==> src/rtl/apb_pkg.sv <==
// Shared types and constants for the APB response collector.
package apb_pkg;

  localparam int unsigned APB_DATA_W = 32;

  typedef enum logic [1:0] {
    W_IDLE,
    W_WAIT,
    W_TMO
  } wd_state_t;

endpackage

==> src/rtl/rsp_fifo.sv <==
// Synchronous show-ahead FIFO: head always presents the oldest entry.
module rsp_fifo #(
  parameter int unsigned DEPTH  = 4,
  parameter int unsigned DATA_W = 32,
  localparam int unsigned AW    = $clog2(DEPTH)
) (
  input  logic              clk,
  input  logic              reset,
  input  logic              push,
  input  logic [DATA_W-1:0] push_data,
  input  logic              pop,
  output logic [DATA_W-1:0] head,
  output logic              full,
  output logic              empty,
  output logic [AW:0]       level
);

  localparam logic [AW:0] PtrOne = {{AW{1'b0}}, 1'b1};

  logic [AW:0]       wr_ptr_q, wr_ptr_d, rd_ptr_q, rd_ptr_d;
  logic [DATA_W-1:0] mem_q [DEPTH];
  logic              push_ok, pop_ok;

  // Extra MSB on each pointer tells full from empty when the index bits match.
  assign empty   = (wr_ptr_q == rd_ptr_q);
  assign full    = (wr_ptr_q[AW] != rd_ptr_q[AW]) && (wr_ptr_q[AW-1:0] == rd_ptr_q[AW-1:0]);
  assign pop_ok  = pop & ~empty;
  // A pop in the same cycle frees the slot, so a push into a full buffer is still taken.
  assign push_ok = push & (~full | pop_ok);
  assign level   = wr_ptr_q - rd_ptr_q;
  assign head    = mem_q[rd_ptr_q[AW-1:0]];

  always_comb begin
    wr_ptr_d = wr_ptr_q;
    rd_ptr_d = rd_ptr_q;
    if (push_ok) wr_ptr_d = wr_ptr_q + PtrOne;
    if (pop_ok)  rd_ptr_d = rd_ptr_q + PtrOne;
  end

  always_ff @(posedge clk or posedge reset) begin
    if (reset) begin
      wr_ptr_q <= '0;
      rd_ptr_q <= '0;
    end else begin
      wr_ptr_q <= wr_ptr_d;
      rd_ptr_q <= rd_ptr_d;
    end
  end

  always_ff @(posedge clk) begin
    if (push_ok) mem_q[wr_ptr_q[AW-1:0]] <= push_data;
  end

endmodule

==> src/rtl/apb_rsp_collector.sv <==
// Snoops completed APB transfers: buffers read data, pulses on writes, and
// flags access phases that stall beyond TIMEOUT wait states.
module apb_rsp_collector
  import apb_pkg::*;
#(
  parameter int unsigned DEPTH   = 4,
  parameter int unsigned DATA_W  = APB_DATA_W,
  parameter int unsigned TIMEOUT = 15,
  parameter int unsigned CNT_W   = 8
) (
  input  logic                     clk,
  input  logic                     reset,
  input  logic                     psel_i,
  input  logic                     penable_i,
  input  logic                     pwrite_i,
  input  logic                     pready_i,
  input  logic [DATA_W-1:0]        prdata_i,
  output logic                     rd_valid_o,
  output logic [DATA_W-1:0]        rd_data_o,
  input  logic                     rd_ready_i,
  output logic                     wr_done_o,
  output logic [$clog2(DEPTH):0]   level_o,
  output logic [CNT_W-1:0]         drop_cnt_o,
  output logic                     timeout_o,
  input  logic                     timeout_clr_i
);

  localparam logic [7:0]       TmoCnt = 8'(TIMEOUT);
  localparam logic [CNT_W-1:0] CntOne = {{(CNT_W-1){1'b0}}, 1'b1};

  logic              cmpl, stall, rd_cmpl, wr_cmpl, pop, drop;
  logic              full, empty;
  logic [DATA_W-1:0] head;

  logic [CNT_W-1:0]  drop_cnt_q, drop_cnt_d;
  logic              wr_done_q;
  logic              timeout_q, timeout_d, tmo_set;
  wd_state_t         state_q, state_d;
  logic [7:0]        wait_cnt_q, wait_cnt_d;

  assign cmpl    = psel_i & penable_i & pready_i;
  assign stall   = psel_i & penable_i & ~pready_i;
  assign rd_cmpl = cmpl & ~pwrite_i;
  assign wr_cmpl = cmpl & pwrite_i;
  assign pop     = rd_valid_o & rd_ready_i;
  assign drop    = rd_cmpl & full & ~pop;

  rsp_fifo #(
    .DEPTH  (DEPTH),
    .DATA_W (DATA_W)
  ) u_fifo (
    .clk       (clk),
    .reset     (reset),
    .push      (rd_cmpl),
    .push_data (prdata_i),
    .pop       (pop),
    .head      (head),
    .full      (full),
    .empty     (empty),
    .level     (level_o)
  );

  assign rd_valid_o = ~empty;
  assign rd_data_o  = empty ? '0 : head;
  assign wr_done_o  = wr_done_q;
  assign drop_cnt_o = drop_cnt_q;
  assign timeout_o  = timeout_q;

  always_comb begin
    drop_cnt_d = drop_cnt_q;
    if (drop && (drop_cnt_q != {CNT_W{1'b1}})) drop_cnt_d = drop_cnt_q + CntOne;
  end

  always_comb begin
    state_d    = state_q;
    wait_cnt_d = wait_cnt_q;
    tmo_set    = 1'b0;
    unique case (state_q)
      W_IDLE: begin
        if (stall) begin
          state_d    = W_WAIT;
          wait_cnt_d = 8'd1;
        end
      end
      W_WAIT: begin
        if (cmpl || !psel_i) begin
          state_d = W_IDLE;
        end else if (stall) begin
          if (wait_cnt_q == TmoCnt) begin
            state_d = W_TMO;
            tmo_set = 1'b1;
          end else begin
            wait_cnt_d = wait_cnt_q + 8'd1;
          end
        end
      end
      W_TMO: begin
        if (cmpl || !psel_i) state_d = W_IDLE;
      end
      default: state_d = W_IDLE;
    endcase
    // A new timeout outranks a simultaneous clear.
    timeout_d = tmo_set ? 1'b1 : (timeout_clr_i ? 1'b0 : timeout_q);
  end

  always_ff @(posedge clk or posedge reset) begin
    if (reset) begin
      drop_cnt_q <= '0;
      wr_done_q  <= 1'b0;
      timeout_q  <= 1'b0;
      state_q    <= W_IDLE;
      wait_cnt_q <= '0;
    end else begin
      drop_cnt_q <= drop_cnt_d;
      wr_done_q  <= wr_cmpl;
      timeout_q  <= timeout_d;
      state_q    <= state_d;
      wait_cnt_q <= wait_cnt_d;
    end
  end

endmodule

==> config.mk <==
export PLATFORM = sky130hd
export DESIGN_NAME = apb_rsp_collector
export DESIGN_NICKNAME = d
export VERILOG_FILES = /design/src/rtl/apb_pkg.sv /design/src/rtl/rsp_fifo.sv /design/src/rtl/apb_rsp_collector.sv
export SDC_FILE = /design/constraint.sdc
export NUM_CORES = 1
export LEC_CHECK = 0
export BUFFER_PORTS_ARGS = -buffer_cell sky130_fd_sc_hd__clkbuf_2
export CELL_PAD_IN_SITES_DETAIL_PLACEMENT = 1
export CELL_PAD_IN_SITES_GLOBAL_PLACEMENT = 1
export CORE_MARGIN = 2
export CORE_UTILIZATION = 52
export DETAILED_ROUTE_END_ITERATION = 8
export GPL_TIMING_DRIVEN = 0
export PLACE_DENSITY_LB_ADDON = 0.2
export RECOVER_POWER = 25
export SLEW_MARGIN = 30
export SYNTH_ARGS = -nofsm -noshare
export SYNTH_HDL_FRONTEND = slang
export SYNTH_SLANG_ARGS = --single-unit
==> constraint.sdc <==
create_clock -name clk -period 7.6 [get_ports clk]
set_input_delay 1.52 -clock clk [delete_from_list [all_inputs] [get_ports clk]]
set_output_delay 1.52 -clock clk [all_outputs]
set_load 0.02 [all_outputs]
==> parameters.txt <==
Parameter                              Value

Timing
  Setup repair after global routing missed its margin    false
  Share of the clock period used by the worst path    0.640
  Total Negative Setup Slacks    0 ps
  Clock Skews    9.43 ps
  Max-slew violations    0
  F_max    about 210 MHz
  Hold Vio Cnt, Final    0
  Max-slew headroom at the worst pin    0.562
  Final critical-path setup slack    approximately 2700 ps
  Worst-margin pin slew    ~660 ps
  Period minus WS final    4860 ps
  Final setup violation count    0

Clock tree
  Number of clock buffers inserted by TritonCTS    17
  Count of cells resized by post-cts repair    0
  Hold-fix buffers, CTS    0
  Root Buffer    clkbuf_16
  Maximum buffer depth of the clock tree    2
  H-tree levels    4
  Clock sink count    between 150 and 200
  Number of buffers added for setup after CTS    0
  Latest clock arrival within the worst-skew pair    420 ps
  Post-CTS clock slew at the launch and capture registers of the worst setup and hold paths    roughly 60 ps
  CTS tree    done

Route
  Final routed wire length divided by cell count    21.2 µm
  Remaining antenna violation count after routing    0
  DR iter-0 viols    ~180
  Total wire length after detailed routing    12,900 µm
  DRC Markers    0
  Vias per cell    5.62
  Routed via count    roughly 3,400
  Drt pass-1 iters    4

GRT
  Global-route wire length before repair    around 20,000 µm
  Pin count of the biggest net entering global routing    27
  Total overflow reported by the global router    0
  Overall global routing resource usage    0.215
  Number of antenna violations at the first check in global routing    0
  Number of global-route vias before repair    approximately 3,800

Die
  Core Rows    40
  Effective utilization at floorplan    0.527
  IO Pins    86
  Die height    approximately 110 µm
  Core area    approximately 0.012 mm²
  Die W    114 µm
  Die area    0.0129 mm²

Run
  Number of maximum-capacitance violations    0

Place
  Pre-CTS setup slack    roughly 3100 ps
  Routability-driven placement congestion ratio    ~0.80
  Number of buffer cells added on primary ports    85
  DPL Wire Length    8160 µm

Worst setup path
  Critical path's slowest cell    clkbuf_1
  Delay of the slowest cell on the worst path    560 ps
  Origin of the worst setup path    u_fifo.rd_ptr_q[1]
  Critical Path Start Type    register
  WS Path Type    reg2out
  Critical path capture point type    output pin
  Sum of buffers and inverters on the critical path    5
  Largest fanout on the critical path    10
  Cell class contributing the biggest share of worst-path delay    buffers and inverters
  Required @ worst endpoint    roughly 6100 ps
  FF-to-FF Start    u_fifo.rd_ptr_q[1]
  Worst path cell trace    clkbuf_1 > clkbuf_1 > inv_1 > ha_1 > nand3_1 > clkbuf_1 > and2_1 > clkbuf_2
  Cell type with the highest occurrence count on the critical path    clkbuf_1
  Worst endpoint data arrival time    around 3300 ps

Power
  Sequential share of power    0.336
  Power density over cell area    slightly below 400 mW/mm²
  Cell internal power dissipation    0.00198 W
  Leakage power summed over all cells    2.78 nW
  Clock network fraction of total power    0.326
  Switching power as a share of total power    0.327
  Comb pwr share    0.338
  Highest ir drop seen on vdd    around 0.18 mV
  Net switching power figure    about 0.00097 W

Finish
  Antenna cell count    0
  Most common library cell in the layout ignoring fill and taps    edfxtp_1
  Number of fillers in the final layout    1,061
  Growth of design area from synthesis to finish    21.8%
  Count of nets after finishing    between 400 and 500
  Fraction of layout instances using a drive strength above 1    0.312
  Highest-count cells in the layout ignoring fill and taps    edfxtp_1 (128), clkbuf_2 (60), clkbuf_1 (33), and2_1 (33), mux4_2 (32)

Outcome
  Result of the run    complete, no violations

Yosys
  Number of instances in the synthesized netlist    around 340
  Synth Cell Area    approximately 0.0063 mm²
  Number of synthesized register bits    roughly 150
  Synthesized area divided by synthesized cell count    between 15 and 20 µm²
  Number of synthesized flops with an enable pin    about 130
  Library cells used by synthesis    between 40 and 50
  Post-synthesis sequential area ratio    0.718
  Number of warnings printed during yosys synthesis    0
  Most frequently used flop master after synthesis    edfxtp_1
  Net Count, Synth    between 300 and 400
  Post-synth ARST share    0.169

Min path
  Path class of the lowest-slack min-delay path    reg2reg
  Min-delay src    drop_cnt_o[5]
## power groups by stage
stage | logic, W | registers [W] | clock network (W)
final | 0.000998 | 0.000990 | 0.000961
after global routing | 0.00108 | 0.000995 | 0.00100
after CTS | 0.00103 | 0.000991 | 0.000975
after detailed placement | 0.00101 | 0.00101 | 0
after global placement | 0.000983 | 0.00100 | 0
after floorplan | 0.000688 | 0.00100 | 0
## worst register-to-register path, cell delays in order (launching register included)
cell and delay, ps:
dfrtp_1 410, clkbuf_1 350, clkbuf_1 560, inv_1 130, ha_1 340, and3b_1 210
a21oi_1 450, and2_2 600, buf_16 240
## logic make-up (layout without fill, tap and decap cells)
| logic type | Yosys count | count (layout) | synth area share |
|---|---|---|---|
| adder cells (fa/ha/maj) | 10 | 10 | 0.0212 |
| AO/OA/AOI/OAI | 22 | 22 | 0.0236 |
| multiplexers | 36 | 36 | 0.122 |
| buffers and inverters | 20 | 141 | 0.0140 |
| AND/OR/NAND/NOR | 87 | 87 | 0.0836 |
| XOR/XNOR | 12 | 12 | 0.0168 |
| flip-flops | 154 | 154 | 0.718 |
## through the flow
stage	hold slack [ps]	cells	util	instance area, µm²	power, W
5_1_grt	552	609	0.643	7620	0.00308
2_1_floorplan	473	341	-	6260	0.00169
6_report	524	609	0.643	7620	0.00295
3_3_place_gp	498	573	0.579	6870	0.00199
4_1_cts	527	609	0.645	7650	0.00299
3_5_place_dp	518	577	0.589	6980	0.00202
## cells in the mapped netlist (2+ instances only)
| master | count | area (µm²) |
|---|---|---|
| nor3b_1 | 2 | 15.0 |
| a21oi_1 | 7 | 35.0 |
| nor2_1 | 7 | 26.3 |
| ha_1 | 9 | 113 |
| nand4_1 | 2 | 12.5 |
| xnor2_1 | 5 | 43.8 |
| o31ai_1 | 3 | 22.5 |
| a31oi_1 | 2 | 12.5 |
| xor2_1 | 7 | 61.3 |
| mux4_2 | 32 | 721 |
| nand3_1 | 9 | 45.0 |
| o21ai_0 | 3 | 15.0 |
| buf_2 | 4 | 20.0 |
| edfxtp_1 | 128 | 3840 |
| nand4b_1 | 2 | 17.5 |
| clkbuf_1 | 7 | 26.3 |
| nor3_1 | 3 | 15.0 |
| and2_1 | 37 | 231 |
| nand2_1 | 10 | 37.5 |
| or4_1 | 3 | 22.5 |
| mux2_2 | 4 | 45.0 |
| dfrtp_1 | 26 | 651 |
| nand3b_1 | 3 | 22.5 |
| inv_1 | 8 | 30.0 |
## state kept, by name, indices dropped and copies added (netlist names)
name             count
drop_cnt_o           8
state_q              2
timeout_o            1
u_fifo.mem_q       128
u_fifo.rd_ptr_q      3
u_fifo.wr_ptr_q      3
wait_cnt_q           8
wr_done_o            1
## layer usage
metal / GRT usage / wire (µm) / up-vias
li1: - / - / 1568
met1: 0.256 / 5260 / 1751
met2: 0.371 / 6870 / 82
met3: 0.0489 / 451 / 23
met4: 0.107 / 317 / 0
met5: 0 / 0 / -
## final timing paths
kind                       slack [ps]             endpoint  cells past startpoint
max                              2740        rd_data_o[25]                      8
min                               520        drop_cnt_o[5]                      1
max reg2reg                      4010  u_fifo.mem_q[1][16]                      8
min reg2reg                       520        drop_cnt_o[5]                      1
max in group asynchronous        6070   u_fifo.rd_ptr_q[1]                      2
min in group asynchronous        1140        wait_cnt_q[7]                      2
## cell type report
type	instances	area, µm²	area share
clock buffers	18	429	0.0563
inverters	8	30.0	0.00394
multi-input cells	167	1680	0.220
flip-flops and latches	154	4490	0.590
plain buffers	12	57.6	0.00755
well taps	147	184	0.0241
repair buffers	89	504	0.0662
clock inverters	14	244	0.0320
Note: power is estimated with default switching activity, not from simulation.
